==> config.mk <==
export PLATFORM = sky130hd
export DESIGN_NAME = seg_scan_driver
export DESIGN_NICKNAME = d
export VERILOG_FILES = /design/src/rtl/seg_pkg.sv /design/src/rtl/seg_glyph_enc.sv /design/src/rtl/seg_scan_driver.sv
export SDC_FILE = /design/constraint.sdc
export NUM_CORES = 1
export LEC_CHECK = 0
export CAP_MARGIN = 20
export CORE_UTILIZATION = 35
export DETAILED_ROUTE_END_ITERATION = 8
export SLEW_MARGIN = 5
export SYNTH_ARGS = -nofsm -noshare
export SYNTH_HDL_FRONTEND = slang
export SYNTH_SLANG_ARGS = --single-unit
export TNS_END_PERCENT = 30
==> constraint.sdc <==
create_clock -name clk -period 2.7 [get_ports clk]
set_input_delay 0.27 -clock clk [delete_from_list [all_inputs] [get_ports clk]]
set_output_delay 0.27 -clock clk [all_outputs]
set_load 0.03 [all_outputs]
==> src/rtl/seg_pkg.sv <==
`default_nettype none
// ----------------------------------------------------------------
// seg_pkg : glyph table, blank codes and one-hot helper for seg_scan_driver
// Rev 1.0
// ----------------------------------------------------------------
package seg_pkg;

  // Index is the nibble value; bits 6:0 = g f e d c b a
  localparam logic [6:0] GLYPH [16] = '{
    7'h3F, 7'h06, 7'h5B, 7'h4F, 7'h66, 7'h6D, 7'h7D, 7'h07,
    7'h7F, 7'h6F, 7'h77, 7'h7C, 7'h39, 7'h5E, 7'h79, 7'h71
  };

  localparam logic [7:0] SEG_BLANK = 8'h00;
  localparam logic [7:0] SEG_DP    = 8'h80;

  localparam int unsigned MAX_DIGITS = 32;

  function automatic logic [MAX_DIGITS-1:0] onehot(input int unsigned idx);
    return MAX_DIGITS'(1) << idx;
  endfunction

endpackage
`default_nettype wire

==> src/rtl/seg_glyph_enc.sv <==
`default_nettype none
// ----------------------------------------------------------------
// seg_glyph_enc : nibble + DP to 8-bit segment code with blanking priority
// Rev 1.0
// ----------------------------------------------------------------
module seg_glyph_enc (
  input  logic [3:0] nibble,
  input  logic       dp,
  input  logic       enable,
  input  logic       blank_blink,
  input  logic       blank_lz,
  output logic [7:0] seg
);
  import seg_pkg::*;

  always_comb begin
    seg = SEG_BLANK;
    if (!enable || blank_blink) begin
      seg = SEG_BLANK;
    end else if (blank_lz) begin
      // A suppressed leading zero still carries its decimal point
      seg = dp ? SEG_DP : SEG_BLANK;
    end else begin
      seg = {dp, GLYPH[nibble]};
    end
  end

endmodule
`default_nettype wire

==> src/rtl/seg_scan_driver.sv <==
`default_nettype none
// ----------------------------------------------------------------
// seg_scan_driver : multiplexed 7-segment scanner with blink and zero blanking
// Rev 1.0
// ----------------------------------------------------------------
module seg_scan_driver #(
  parameter int GROUPS    = 2,
  parameter int DIGITS    = 4,
  parameter int SCAN_DIV  = 100000,
  parameter int BLINK_DIV = 256
) (
  input  logic                         clk,
  input  logic                         rst_n,
  input  logic [4*GROUPS*DIGITS-1:0]   value,
  input  logic [GROUPS*DIGITS-1:0]     dp,
  input  logic                         load,
  input  logic [GROUPS*DIGITS-1:0]     digit_en,
  input  logic [GROUPS*DIGITS-1:0]     blink,
  input  logic [GROUPS-1:0]            lz_blank,
  output logic [8*GROUPS-1:0]          seg,
  output logic [DIGITS*GROUPS-1:0]     seg_sel
);
  import seg_pkg::*;

  localparam int DIV_W = (SCAN_DIV  > 1) ? $clog2(SCAN_DIV)  : 1;
  localparam int IDX_W = (DIGITS    > 1) ? $clog2(DIGITS)    : 1;
  localparam int BLK_W = (BLINK_DIV > 1) ? $clog2(BLINK_DIV) : 1;

  localparam logic [DIV_W-1:0] DIV_LAST = DIV_W'(SCAN_DIV - 1);
  localparam logic [IDX_W-1:0] IDX_LAST = IDX_W'(DIGITS - 1);
  localparam logic [BLK_W-1:0] BLK_LAST = BLK_W'(BLINK_DIV - 1);

  logic [4*GROUPS*DIGITS-1:0] buf_val_q, buf_val_d;
  logic [GROUPS*DIGITS-1:0]   buf_dp_q,  buf_dp_d;
  logic [DIV_W-1:0]           div_cnt_q, div_cnt_d;
  logic [IDX_W-1:0]           idx_q,     idx_d;
  logic [BLK_W-1:0]           blink_cnt_q, blink_cnt_d;
  logic                       blink_phase_q, blink_phase_d;
  logic [8*GROUPS-1:0]        seg_q,     seg_d;
  logic [DIGITS*GROUPS-1:0]   seg_sel_q, seg_sel_d;

  logic              tick;
  logic              round_end;
  logic [DIGITS-1:0] sel_onehot;

  always_comb begin
    buf_val_d = buf_val_q;
    buf_dp_d  = buf_dp_q;
    if (load) begin
      buf_val_d = value;
      buf_dp_d  = dp;
    end

    tick      = (div_cnt_q == DIV_LAST);
    round_end = tick && (idx_q == IDX_LAST);

    div_cnt_d = tick ? '0 : div_cnt_q + DIV_W'(1);

    idx_d = idx_q;
    if (tick) begin
      idx_d = (idx_q == IDX_LAST) ? '0 : idx_q + IDX_W'(1);
    end

    blink_cnt_d   = blink_cnt_q;
    blink_phase_d = blink_phase_q;
    if (round_end) begin
      if (blink_cnt_q == BLK_LAST) begin
        blink_cnt_d   = '0;
        blink_phase_d = ~blink_phase_q;
      end else begin
        blink_cnt_d = blink_cnt_q + BLK_W'(1);
      end
    end
  end

  assign sel_onehot = DIGITS'(onehot(32'(idx_q)));

  for (genvar g = 0; g < GROUPS; g++) begin : g_grp
    localparam int BASE = g * DIGITS;

    logic [3:0]        nib_arr [DIGITS];
    logic [DIGITS-1:0] zero_from;
    logic [DIGITS-1:0] dp_vec;
    logic [DIGITS-1:0] en_vec;
    logic [DIGITS-1:0] blink_vec;
    logic              run;
    logic              en_bit;
    logic              lz_bit;
    logic [7:0]        code;

    // zero_from[d]: every buffered nibble at positions d..DIGITS-1 is zero
    always_comb begin
      run       = 1'b1;
      zero_from = '0;
      for (int d = DIGITS - 1; d >= 0; d--) begin
        nib_arr[d]   = buf_val_q[(BASE + d)*4 +: 4];
        run          = run && (nib_arr[d] == 4'h0);
        zero_from[d] = run;
      end
    end

    assign dp_vec    = buf_dp_q[BASE +: DIGITS];
    assign en_vec    = digit_en[BASE +: DIGITS];
    assign blink_vec = blink[BASE +: DIGITS];
    assign en_bit    = en_vec[idx_q];
    assign lz_bit    = lz_blank[g] && (idx_q != '0) && zero_from[idx_q];

    seg_glyph_enc u_enc (
      .nibble      (nib_arr[idx_q]),
      .dp          (dp_vec[idx_q]),
      .enable      (en_bit),
      .blank_blink (blink_vec[idx_q] && blink_phase_q),
      .blank_lz    (lz_bit),
      .seg         (code)
    );

    assign seg_d[g*8 +: 8]              = code;
    assign seg_sel_d[g*DIGITS +: DIGITS] = en_bit ? sel_onehot : '0;
  end

  always_ff @(posedge clk or negedge rst_n) begin
    if (!rst_n) begin
      buf_val_q     <= '0;
      buf_dp_q      <= '0;
      div_cnt_q     <= '0;
      idx_q         <= '0;
      blink_cnt_q   <= '0;
      blink_phase_q <= 1'b0;
      seg_q         <= '0;
      seg_sel_q     <= '0;
    end else begin
      buf_val_q     <= buf_val_d;
      buf_dp_q      <= buf_dp_d;
      div_cnt_q     <= div_cnt_d;
      idx_q         <= idx_d;
      blink_cnt_q   <= blink_cnt_d;
      blink_phase_q <= blink_phase_d;
      seg_q         <= seg_d;
      seg_sel_q     <= seg_sel_d;
    end
  end

  assign seg     = seg_q;
  assign seg_sel = seg_sel_q;

endmodule
`default_nettype wire

==> summary.md <==
| Metric | Value |
|---|---|
| Status | complete, no violations |
| Hold depth | 1 |
| Die area | about 0.014 mm^2 |
| Fin crit period | 2330 ps |
| Vias per inst | 5.04 |
| WS Path Type | reg2reg |
| Clock-pin slew on the worst setup and hold paths | 60 ps |
| Period utilisation layout | 0.864 |
| Syn Nets | ~470 |
| Power Dens Cells | ~560 mW/mm^2 |
| FFs w/ async S/R, synth | 1.00 |
| Sequential-to-total area share from yosys stat | 0.500 |
| Fmax | roughly 430 MHz |
| Num CTS Buffers | 9 |
| Fraction of layout cells with a size suffix above 1 | 0.180 |
| Reg2reg path depth | 8 |
| Distinct cell type count after synthesis | 43 |
| Mean post-synth cell area | 11.8 um^2 |
| Initial antenna violation count | 0 |
| Unrepaired setup endpoints after global routing | false |
| Storage cell area | 0.00230 mm^2 |
| Post-DR wirelength/cell | 15.6 um |
| Die height | 117 um |
| Crit path DAT | roughly 2600 ps |
| Worst slew margin | 0.546 |
| Number of global-route vias before repair | 3269 |
| Core area | 0.0127 mm^2 |
| Fin Setup TNS | 0 ps |
| Power consumption | 0.00334 W |
| Slew Limit Fails | 0 |
| Root Driver | clkbuf_16 |
| Ys flop type | dfrtp_1 |
| Hold Path End | div_cnt_q[0]$_DFF_PN0_ |
| Number of port buffers | 84 |
| Iter 0 DRT Violations | 142 |
| Die Wd | 117 um |
| CP Launch Type | register |
| Initial Util | 0.362 |
| Leakage power figure | roughly 2.5 nW |
| Min-delay worst type | reg2reg |
| First-pass GRT wire length | 16700 um |
| Flops & latches, synth | 92 |
| Final antenna-violating net count | 0 |
| Worst skew pair latency | 340 ps |
| Cells after Synth | roughly 390 |
| Worst setup margin | between 300 and 400 ps |
| Max_cap viols | 0 |
| Grt ovf | 0 |
| Clock sink count | 92 |
| N_diodes | 0 |
| CP required | 2920 ps |
| HPWL Detailed | 7630 um |
| Via count | approximately 3300 |
| Final wirelength | approximately 10000 um |
| CTS tree | done |
| Worst hold path startpoint | div_cnt_q[0]$_DFF_PN0_ |
| Number of synthesized flops with an enable pin | 0 |
| Clk_skew | 8.78 ps |
| Post-Route Hold Slack | slightly below 500 ps |
| Row cnt | 41 |
| Number of I/O pins | 85 |
| Multi-input gate area | between 0.002 and 0.0025 mm^2 |
| CP Max Fanout | 30 |
| DR pass1 iterations | 4 |
| Post-CTS sizing | 0 |
| VDD IR-drop max | 0.355 mV |
| Clock Path Buffers | 2 |
| Final setup violation count | 0 |
| Global placer's final weighted congestion | 0.801 |
| Worst-margin pin slew | 681 ps |
| Crit end category | register |
| Mapped Area | 0.00460 mm^2 |
| Filler cell count | between 1000 and 1500 |
| Synthesis warning total | 0 |
| Worst r2r src | idx_q[1]$_DFFE_PN0N_ |
| Pre-CTS setup slack | 422 ps |
| Overall Global Routing Usage | 0.164 |
| Largest net degree at the start of global routing | 54 |
| Reg2Reg Setup Slack | 370 ps |
| Final Hold Vio Count | 0 |
| Final Net Count | ~560 |
| H-tree Lvls | 3 |
| DRC Markers | 0 |
| Reg-to-reg endpoint | seg[8]$_DFF_PN0_ |
| Area delta synth->final | 29.8% |
==> layout by cell type, fill, tap and decap left out, types with 4 or more instances in the layout <==
cell,instances
nand2_1,31
a211oi_1,4
inv_1,11
buf_4,8
clkdlybuf4s50_1,83
nor4_1,8
a21oi_1,12
xnor2_1,12
mux2i_1,7
o21ai_0,13
or3_1,4
clkbuf_16,9
nand3_1,10
mux2_2,47
and2_1,9
mux4_2,12
nand2b_1,6
ha_1,16
nand4_1,4
nor2_1,28
dfrtp_1,92
xor2_1,9
and3_1,4
nor3_1,12
==> how the worst max path moves through the flow <==
stage                                     from                end  slack (ps)  cells past startpoint
after global routing      idx_q[1]$_DFFE_PN0N_   seg[8]$_DFF_PN0_         150                      8
final                     idx_q[1]$_DFFE_PN0N_   seg[8]$_DFF_PN0_         370                      8
after floorplan           idx_q[1]$_DFFE_PN0N_  seg[12]$_DFF_PN0_          70                      9
after global placement    idx_q[1]$_DFFE_PN0N_   seg[8]$_DFF_PN0_         480                      8
after CTS                 idx_q[1]$_DFFE_PN0N_   seg[8]$_DFF_PN0_         400                      8
after detailed placement  idx_q[1]$_DFFE_PN0N_   seg[8]$_DFF_PN0_         420                      8
==> synthesized netlist by cell type, drive strengths merged, types with 2 or more instances <==
master / count / area, um^2
dfrtp: 92 / 2300
mux2: 47 / 529
nand2: 31 / 116
nor2: 28 / 105
ha: 16 / 200
mux4: 13 / 297
o21ai: 13 / 65.1
a21oi: 12 / 60.1
nor3: 12 / 60.1
xnor2: 12 / 105
inv: 11 / 41.3
buf: 10 / 53.8
nand3: 10 / 50.1
and2: 9 / 56.3
nor4: 9 / 71.3
xor2: 9 / 78.8
mux2i: 7 / 70.1
nand2b: 6 / 37.5
a211oi: 4 / 30.0
and3: 4 / 25.0
clkbuf: 4 / 15.0
nand4: 4 / 25.0
or3: 4 / 25.0
or4b: 4 / 43.8
a21o: 3 / 22.5
a311oi: 3 / 26.3
a211o: 2 / 17.5
o22ai: 2 / 12.5
==> through the flow <==
stage / util / std cells / area, um^2
floorplan: - / 389 / 4600
global placement: 0.445 / 639 / 5660
detailed placement: 0.445 / 639 / 5660
CTS: 0.470 / 656 / 5980
global route: 0.470 / 656 / 5980
finish: 0.470 / 656 / 5980
==> power breakdown <==
| group | internal (W) | total [W] | switching (W) | leakage [nW] |
|---|---|---|---|---|
| combinational | 0.000281 | 0.000526 | 0.000245 | 1.21 |
| clock | 0.000765 | 0.00128 | 0.000514 | 0.149 |
| sequential | 0.00147 | 0.00154 | 0.0000709 | 1.15 |
==> what timing repair did <==
action | 4_1_cts | 5_1_grt
setup buffers | 0 | 0
hold buffers | 1 | 0
hold endpoints to repair | 47 | 0
==> kinds of logic after synthesis <==
| logic type | after synthesis | synth area share |
|---|---|---|
| buffers and inverters | 25 | 0.0239 |
| xor gates and xnor gates | 21 | 0.0399 |
| AOI/OAI and AO/OA | 44 | 0.0595 |
| DFF | 92 | 0.500 |
| adders and majority gates | 16 | 0.0435 |
| muxes | 67 | 0.195 |
| and+or+nand+nor | 124 | 0.139 |
==> metal layers <==
metal / global-route usage / up-vias / routed length [um]
li1: - / 1570 / -
met1: 0.227 / 1641 / 4930
met2: 0.250 / 88 / 4680
met3: 0.0540 / 4 / 599
met4: 0.0354 / 0 / 59
met5: 0 / - / 0
==> flip-flops by register name (all words and copies together), names as in the netlist <==
name and cells:
blink_phase_q 1, seg_sel 8, idx_q 2, seg 16, buf_dp_q 8, blink_cnt_q 8
div_cnt_q 17, buf_val_q 32
==> cell type report <==
type / count / area share
sequential: 92 / 0.385
multi-input combinational: 272 / 0.367
timing repair buffer: 93 / 0.154
clock buffer: 12 / 0.0429
tap: 172 / 0.0360
clock inverter: 4 / 0.00796
inverter: 11 / 0.00691
==> critical path, stage by stage (launching register included) <==
cell     delay (ps)
dfrtp_1         350
buf_4           340
mux4_2          450
inv_1           120
ha_1            330
mux2i_1         150
a211o_1         300
a21oi_1         120
nor2_1           50
Note: power is estimated with default switching activity, not from simulation.
